**src/rtl/laser_dac_driver.sv**
```systemverilog
// Point-streaming SPI back end for an MCP4922 dual DAC; the LDAC pulse and the laser colour update land on the same cycle.
// Optional feature: define LASER_IDLE_BLANK_EN to blank the laser after IDLE_TIMEOUT cycles without a latch.
module laser_dac_driver #(
  parameter int CLK_DIV      = 2,
  parameter int CS_GAP       = 2,
  parameter int LATCH_LEN    = 2,
  parameter int IDLE_TIMEOUT = 500000
) (
  input  logic        clk,
  input  logic        reset,
  input  logic        point_valid,
  output logic        point_ready,
  input  logic [11:0] point_x,
  input  logic [11:0] point_y,
  input  logic [2:0]  point_rgb,
  output logic        dac_csn,
  output logic        dac_sclk,
  output logic        dac_mosi,
  output logic        dac_latchn,
  output logic [2:0]  laser_rgb,
  output logic        point_done
);

  localparam int CNT_MAX0 = (CLK_DIV > CS_GAP) ? CLK_DIV : CS_GAP;
  localparam int CNT_MAX  = (CNT_MAX0 > LATCH_LEN) ? CNT_MAX0 : LATCH_LEN;
  localparam int CNT_W    = (CNT_MAX > 1) ? $clog2(CNT_MAX) : 1;

  localparam logic [CNT_W-1:0] DIV_LAST   = CNT_W'(CLK_DIV - 1);
  localparam logic [CNT_W-1:0] GAP_LAST   = CNT_W'(CS_GAP - 1);
  localparam logic [CNT_W-1:0] LATCH_LAST = CNT_W'(LATCH_LEN - 1);

  if (CLK_DIV < 1)      begin : g_bad_clk_div  $error("CLK_DIV must be >= 1");      end
  if (CS_GAP < 1)       begin : g_bad_cs_gap   $error("CS_GAP must be >= 1");       end
  if (LATCH_LEN < 1)    begin : g_bad_latch    $error("LATCH_LEN must be >= 1");    end
  if (IDLE_TIMEOUT < 1) begin : g_bad_timeout  $error("IDLE_TIMEOUT must be >= 1"); end

  typedef enum logic [2:0] {
    IDLE    = 3'd0,
    SHIFT_A = 3'd1,
    GAP_A   = 3'd2,
    SHIFT_B = 3'd3,
    GAP_B   = 3'd4,
    LATCH   = 3'd5
  } state_t;

  state_t            state, state_n;
  logic [CNT_W-1:0]  cnt, cnt_n;
  logic [3:0]        bit_idx, bit_n;
  logic              phase, phase_n;
  logic              ready_en;

  logic [11:0]       x_q, y_q;
  logic [2:0]        rgb_q;

  logic              accept;
  logic              latch_entry;
  logic              blank;
  logic              shift_n;
  logic [15:0]       word_a, word_b, word;
  logic              csn_n, sclk_n, mosi_n;
  logic [2:0]        rgb_n;

  // ready_en keeps point_ready low through the reset cycles themselves.
  assign point_ready = (state == IDLE) && ready_en;
  assign accept      = point_valid && point_ready;

  // Control bits: channel select, buffered Vref, 1x gain, active.
  assign word_a = {4'b0111, x_q};
  assign word_b = {4'b1111, y_q};

  always_comb begin
    // NOTE: every variable is given a default first so no path through the case infers a latch.
    state_n = state;
    cnt_n   = cnt;
    bit_n   = bit_idx;
    phase_n = phase;
    unique case (state)
      IDLE: begin
        if (accept) begin
          state_n = SHIFT_A;
          cnt_n   = '0;
          bit_n   = '0;
          phase_n = 1'b0;
        end
      end
      SHIFT_A, SHIFT_B: begin
        if (cnt != DIV_LAST) begin
          cnt_n = cnt + 1'b1;
        end else begin
          cnt_n   = '0;
          phase_n = ~phase;
          if (phase) begin
            if (bit_idx == 4'd15) state_n = (state == SHIFT_A) ? GAP_A : GAP_B;
            else                  bit_n   = bit_idx + 4'd1;
          end
        end
      end
      GAP_A, GAP_B: begin
        if (cnt != GAP_LAST) begin
          cnt_n = cnt + 1'b1;
        end else begin
          cnt_n   = '0;
          bit_n   = '0;
          phase_n = 1'b0;
          state_n = (state == GAP_A) ? SHIFT_B : LATCH;
        end
      end
      LATCH: begin
        if (cnt != LATCH_LAST) begin
          cnt_n = cnt + 1'b1;
        end else begin
          cnt_n   = '0;
          state_n = IDLE;
        end
      end
      default: state_n = IDLE;
    endcase
  end

  assign latch_entry = (state_n == LATCH) && (state != LATCH);

  // Outputs are decoded from the next state and registered, so they line up with the state they belong to.
  always_comb begin
    shift_n = (state_n == SHIFT_A) || (state_n == SHIFT_B);
    word    = (state_n == SHIFT_A) ? word_a : word_b;
    csn_n   = ~shift_n;
    sclk_n  = shift_n & phase_n;
    mosi_n  = shift_n & word[4'd15 - bit_n];
    rgb_n   = laser_rgb;
    if (latch_entry) rgb_n = rgb_q;
    else if (blank)  rgb_n = 3'b000;
  end

`ifdef LASER_IDLE_BLANK_EN
  localparam int IDLE_W = $clog2(IDLE_TIMEOUT + 1);
  localparam logic [IDLE_W-1:0] IDLE_SAT = IDLE_W'(IDLE_TIMEOUT);

  logic [IDLE_W-1:0] idle_cnt, idle_cnt_n;

  always_comb begin
    idle_cnt_n = idle_cnt;
    if (latch_entry)            idle_cnt_n = '0;
    else if (idle_cnt != IDLE_SAT) idle_cnt_n = idle_cnt + 1'b1;
  end

  // Blanking is applied on the same edge the counter reaches saturation.
  assign blank = (idle_cnt_n == IDLE_SAT);

  always_ff @(posedge clk) begin
    if (reset) idle_cnt <= '0;
    else       idle_cnt <= idle_cnt_n;
  end
`else
  assign blank = 1'b0;
`endif

  always_ff @(posedge clk) begin
    // NOTE: sequential state uses non-blocking assignments so every register samples pre-edge values.
    if (reset) begin
      state      <= IDLE;
      cnt        <= '0;
      bit_idx    <= '0;
      phase      <= 1'b0;
      ready_en   <= 1'b0;
      x_q        <= '0;
      y_q        <= '0;
      rgb_q      <= '0;
      dac_csn    <= 1'b1;
      dac_sclk   <= 1'b0;
      dac_mosi   <= 1'b0;
      dac_latchn <= 1'b1;
      laser_rgb  <= 3'b000;
      point_done <= 1'b0;
    end else begin
      state      <= state_n;
      cnt        <= cnt_n;
      bit_idx    <= bit_n;
      phase      <= phase_n;
      ready_en   <= 1'b1;
      if (accept) begin
        x_q   <= point_x;
        y_q   <= point_y;
        rgb_q <= point_rgb;
      end
      dac_csn    <= csn_n;
      dac_sclk   <= sclk_n;
      dac_mosi   <= mosi_n;
      dac_latchn <= (state_n != LATCH);
      laser_rgb  <= rgb_n;
      point_done <= latch_entry;
    end
  end

endmodule
```
**config.mk**
```make
export PLATFORM = sky130hd
export DESIGN_NAME = laser_dac_driver
export DESIGN_NICKNAME = d
export VERILOG_FILES = /design/src/rtl/laser_dac_driver.sv
export SDC_FILE = /design/constraint.sdc
export NUM_CORES = 1
export LEC_CHECK = 0
export CAP_MARGIN = 15
export CORE_MARGIN = 8
export CORE_UTILIZATION = 35
export CTS_BUF_LIST = sky130_fd_sc_hd__clkbuf_4
export DETAILED_ROUTE_END_ITERATION = 8
export PLACE_DENSITY = 0.6
export SYNTH_ARGS = -nofsm -noshare
export SYNTH_HDL_FRONTEND = slang
export SYNTH_SLANG_ARGS = --single-unit
```
**constraint.sdc**
```tcl
create_clock -name clk -period 6.1 [get_ports clk]
set_clock_uncertainty 0.15 [all_clocks]
set_input_delay 1.22 -clock clk [delete_from_list [all_inputs] [get_ports clk]]
set_output_delay 1.22 -clock clk [all_outputs]
set_load 0.1 [all_outputs]
```
==> qor.csv <==
metric,value,unit
status,"finished, final reports clean",
"slowest stage delay, CP",1.13,ns
vias post-DR,1716,
Leakage,0.000970,uW
fmax,0.253,GHz
syn_area_per_cell,8.54,um2
post-DR wirelength/cell,12.9,um
Initial Util,35.9,%
share of layout cells above drive strength 1,7.55,%
H-tree Lvls,2,
max-slew violation count,0,
CP Buf/Inv Count,1,
number of synthesized flops with an enable pin,0,
final net count,309,
period utilization,64.7,%
clk buf depth,2,
sequential element share of the synthesized area,42.9,%
port bufs,38,
fin crit period,3.95,ns
Peak supply drop,0.0681,mV
number of synthesized register bits,45,
cts bufs inserted,5,
final hold vios,0,
CTS-repair resized insts,0,
Inserted Diodes,0,
Routed Antenna Nets,0,
Die Footprint,8740,um2
Max-Cap Viols,0,
Syn. warnings,0,
Worst Max-Slew Pin Slew,0.971,ns
synth unique cells,44,
Synth Cell Area,2100,um2
CTS tree,yes,
post-DR vias/cell,4.86,
Hold/Removal Path Class,register to register,
"Largest delay share family, worst path",buffers and inverters,
Pre-antenna DRT Iters,4,
Layout Area Growth over Synthesis,22.1,%
Synth top area share,42.9,%
routed wire length,4560,um
GRT Util Overall,11.2,%
I/O pin cnt,39,
hold_buf cts,0,
Setup Crit Path Kind,register to primary output,
detailed-route DRC error count,0,
endpoints failing setup,0,
Worst EP arrival,2.58,ns
crit-path max FO,10,
Mapped Cells,246,
core area,5850,um2
"Clk Latency, worst-skew pair",0.36,ns
Slew headroom,35.1,%
Setup crit start kind,register,
setup bufs post-CTS,0,
number of core rows,28,
PD cells,211,nW/um2
"top cells by area, synth","dfxtp_1 43%, nand2_1 11%, a21oi_1 7.6%",
clock sinks,45,
dpl hpwl,3200,um
"Reg clk slew, reported paths",0.14,ns
"Net Count, Synth",278,
largest net degree at the start of global routing,39,
worst hold slack,0.311,ns
unrepaired setup endpoints after global routing,no,
first-pass GRT wire length,7940,um
CP cell instances,nor3_1 > and2_1 > clkdlybuf4s50_1,
initial DRC count,99,
grt ovf,0,
Final Power,541,uW
routability cong.,0.787,
CTS Root Cell,clkbuf_4,
worst endpoint required time,4.73,ns
vias in the first global route,1679,
Die Span X,93.5,um
"area leader, netlist",dfxtp_1,
"FFs w/ async S/R, synth",0,%
DIE HEIGHT,93.5,um
Post-synth top flop,dfxtp_1,
Sum Neg Setup Slack,0,ns
slowest cell on the critical path,clkdlybuf4s50_1,
initial antenna violation count,0,
Setup crit end kind,primary output,
## per-stage QoR
stage          std cells  cell area (um2)  setup WS [ns]  utilization (%)
2_1_floorplan        246             2100           3.03                -
3_3_place_gp         345             2510           2.44             42.9
3_5_place_dp         345             2510           2.35             42.9
4_1_cts              353             2560           2.15             43.8
5_1_grt              353             2560           2.04             43.8
6_report             353             2560           2.15             43.8
## registers in the layout, summed over array words and instances (netlist names)
| name | count |
|---|---|
| bit_idx | 4 |
| cnt | 1 |
| dac_csn | 1 |
| dac_latchn | 1 |
| dac_mosi | 1 |
| dac_sclk | 1 |
| laser_rgb | 3 |
| phase | 1 |
| point_done | 1 |
| ready_en | 1 |
| rgb_q | 3 |
| state | 3 |
| x_q | 12 |
| y_q | 12 |
## routing by layer
| metal | track usage (%) | up-vias | wire (um) |
|---|---|---|---|
| met1 | 13.6 | 786 | 2120 |
| met3 | 2.72 | 5 | 135 |
| met2 | 18.6 | 22 | 2240 |
| met5 | 0 | - | 0 |
| li1 | - | 903 | - |
| met4 | 4.43 | 0 | 60 |
## power by group
group          total (uW)  leakage (uW)  switching [uW]  internal, uW
Sequential            313      0.000366            7.61           305
Combinational        85.1      0.000572            45.5          39.6
Clock                 143     0.0000310            98.9          43.6
Total                 541      0.000970             152           388
## worst reg2reg max path, delay by kind of cell, from the launching register on
family	cells	cell delay [ns]
simple gates	3	0.80
flops	1	0.59
mux	1	0.36
compound gates	3	0.84
## final timing paths
path / start / endpoint / slack (ns) / depth (start not counted)
max: state[0] / point_ready / 2.15 / 3
min: x_q[5] / x_q[5] / 0.31 / 2
max reg2reg: state[2] / dac_mosi / 3.25 / 7
min reg2reg: x_q[5] / x_q[5] / 0.31 / 2
## cell usage in the layout, fill, tap and decap left out, types with 2 or more instances in the layout
master / instances
clkdlybuf4s50_1: 38
ha_1: 2
inv_1: 4
clkinv_2: 2
a21oi_4: 2
nand2_1: 63
o221ai_1: 3
clkbuf_4: 5
nand4_1: 3
and2_1: 9
a21oi_1: 32
mux2_2: 2
mux2i_1: 16
nor2b_1: 3
buf_4: 2
o21ai_0: 6
dfxtp_1: 45
nor3_1: 2
nor2_1: 13
## Yosys cell counts (all sizes together), types with 2 or more instances
master and n:
o221ai 3, inv 4, buf 8, and2 9, nor3 2, nand4 3
o21ai 6, a211oi 2, nand2 63, nor2 13, nor4 2, clkbuf 8
and4bb 2, nor2b 3, a21oi 34, ha 2, mux2 2, mux2i 16
dfxtp 45, and3b 2
## final cells by class
cell class | instances | area (um2)
Fill cell | 601 | 3290
Multi-Input combinational cell | 181 | 1100
Sequential cell | 45 | 901
Timing Repair Buffer | 40 | 395
Tap cell | 75 | 93.8
Clock buffer | 5 | 37.5
Clock inverter | 3 | 17.5
Inverter | 4 | 15.0
## logic make-up after synthesis
kind of cell	share of synthesized area [%]
DFF	42.9
and+or+nand+nor	24.7
buffers and inverters	4.53
AOI/OAI and AO/OA	15.9
adders and majority gates	1.19
xor gates and xnor gates	0.834
muxes	9.95
(Power assumes the default switching activity.)
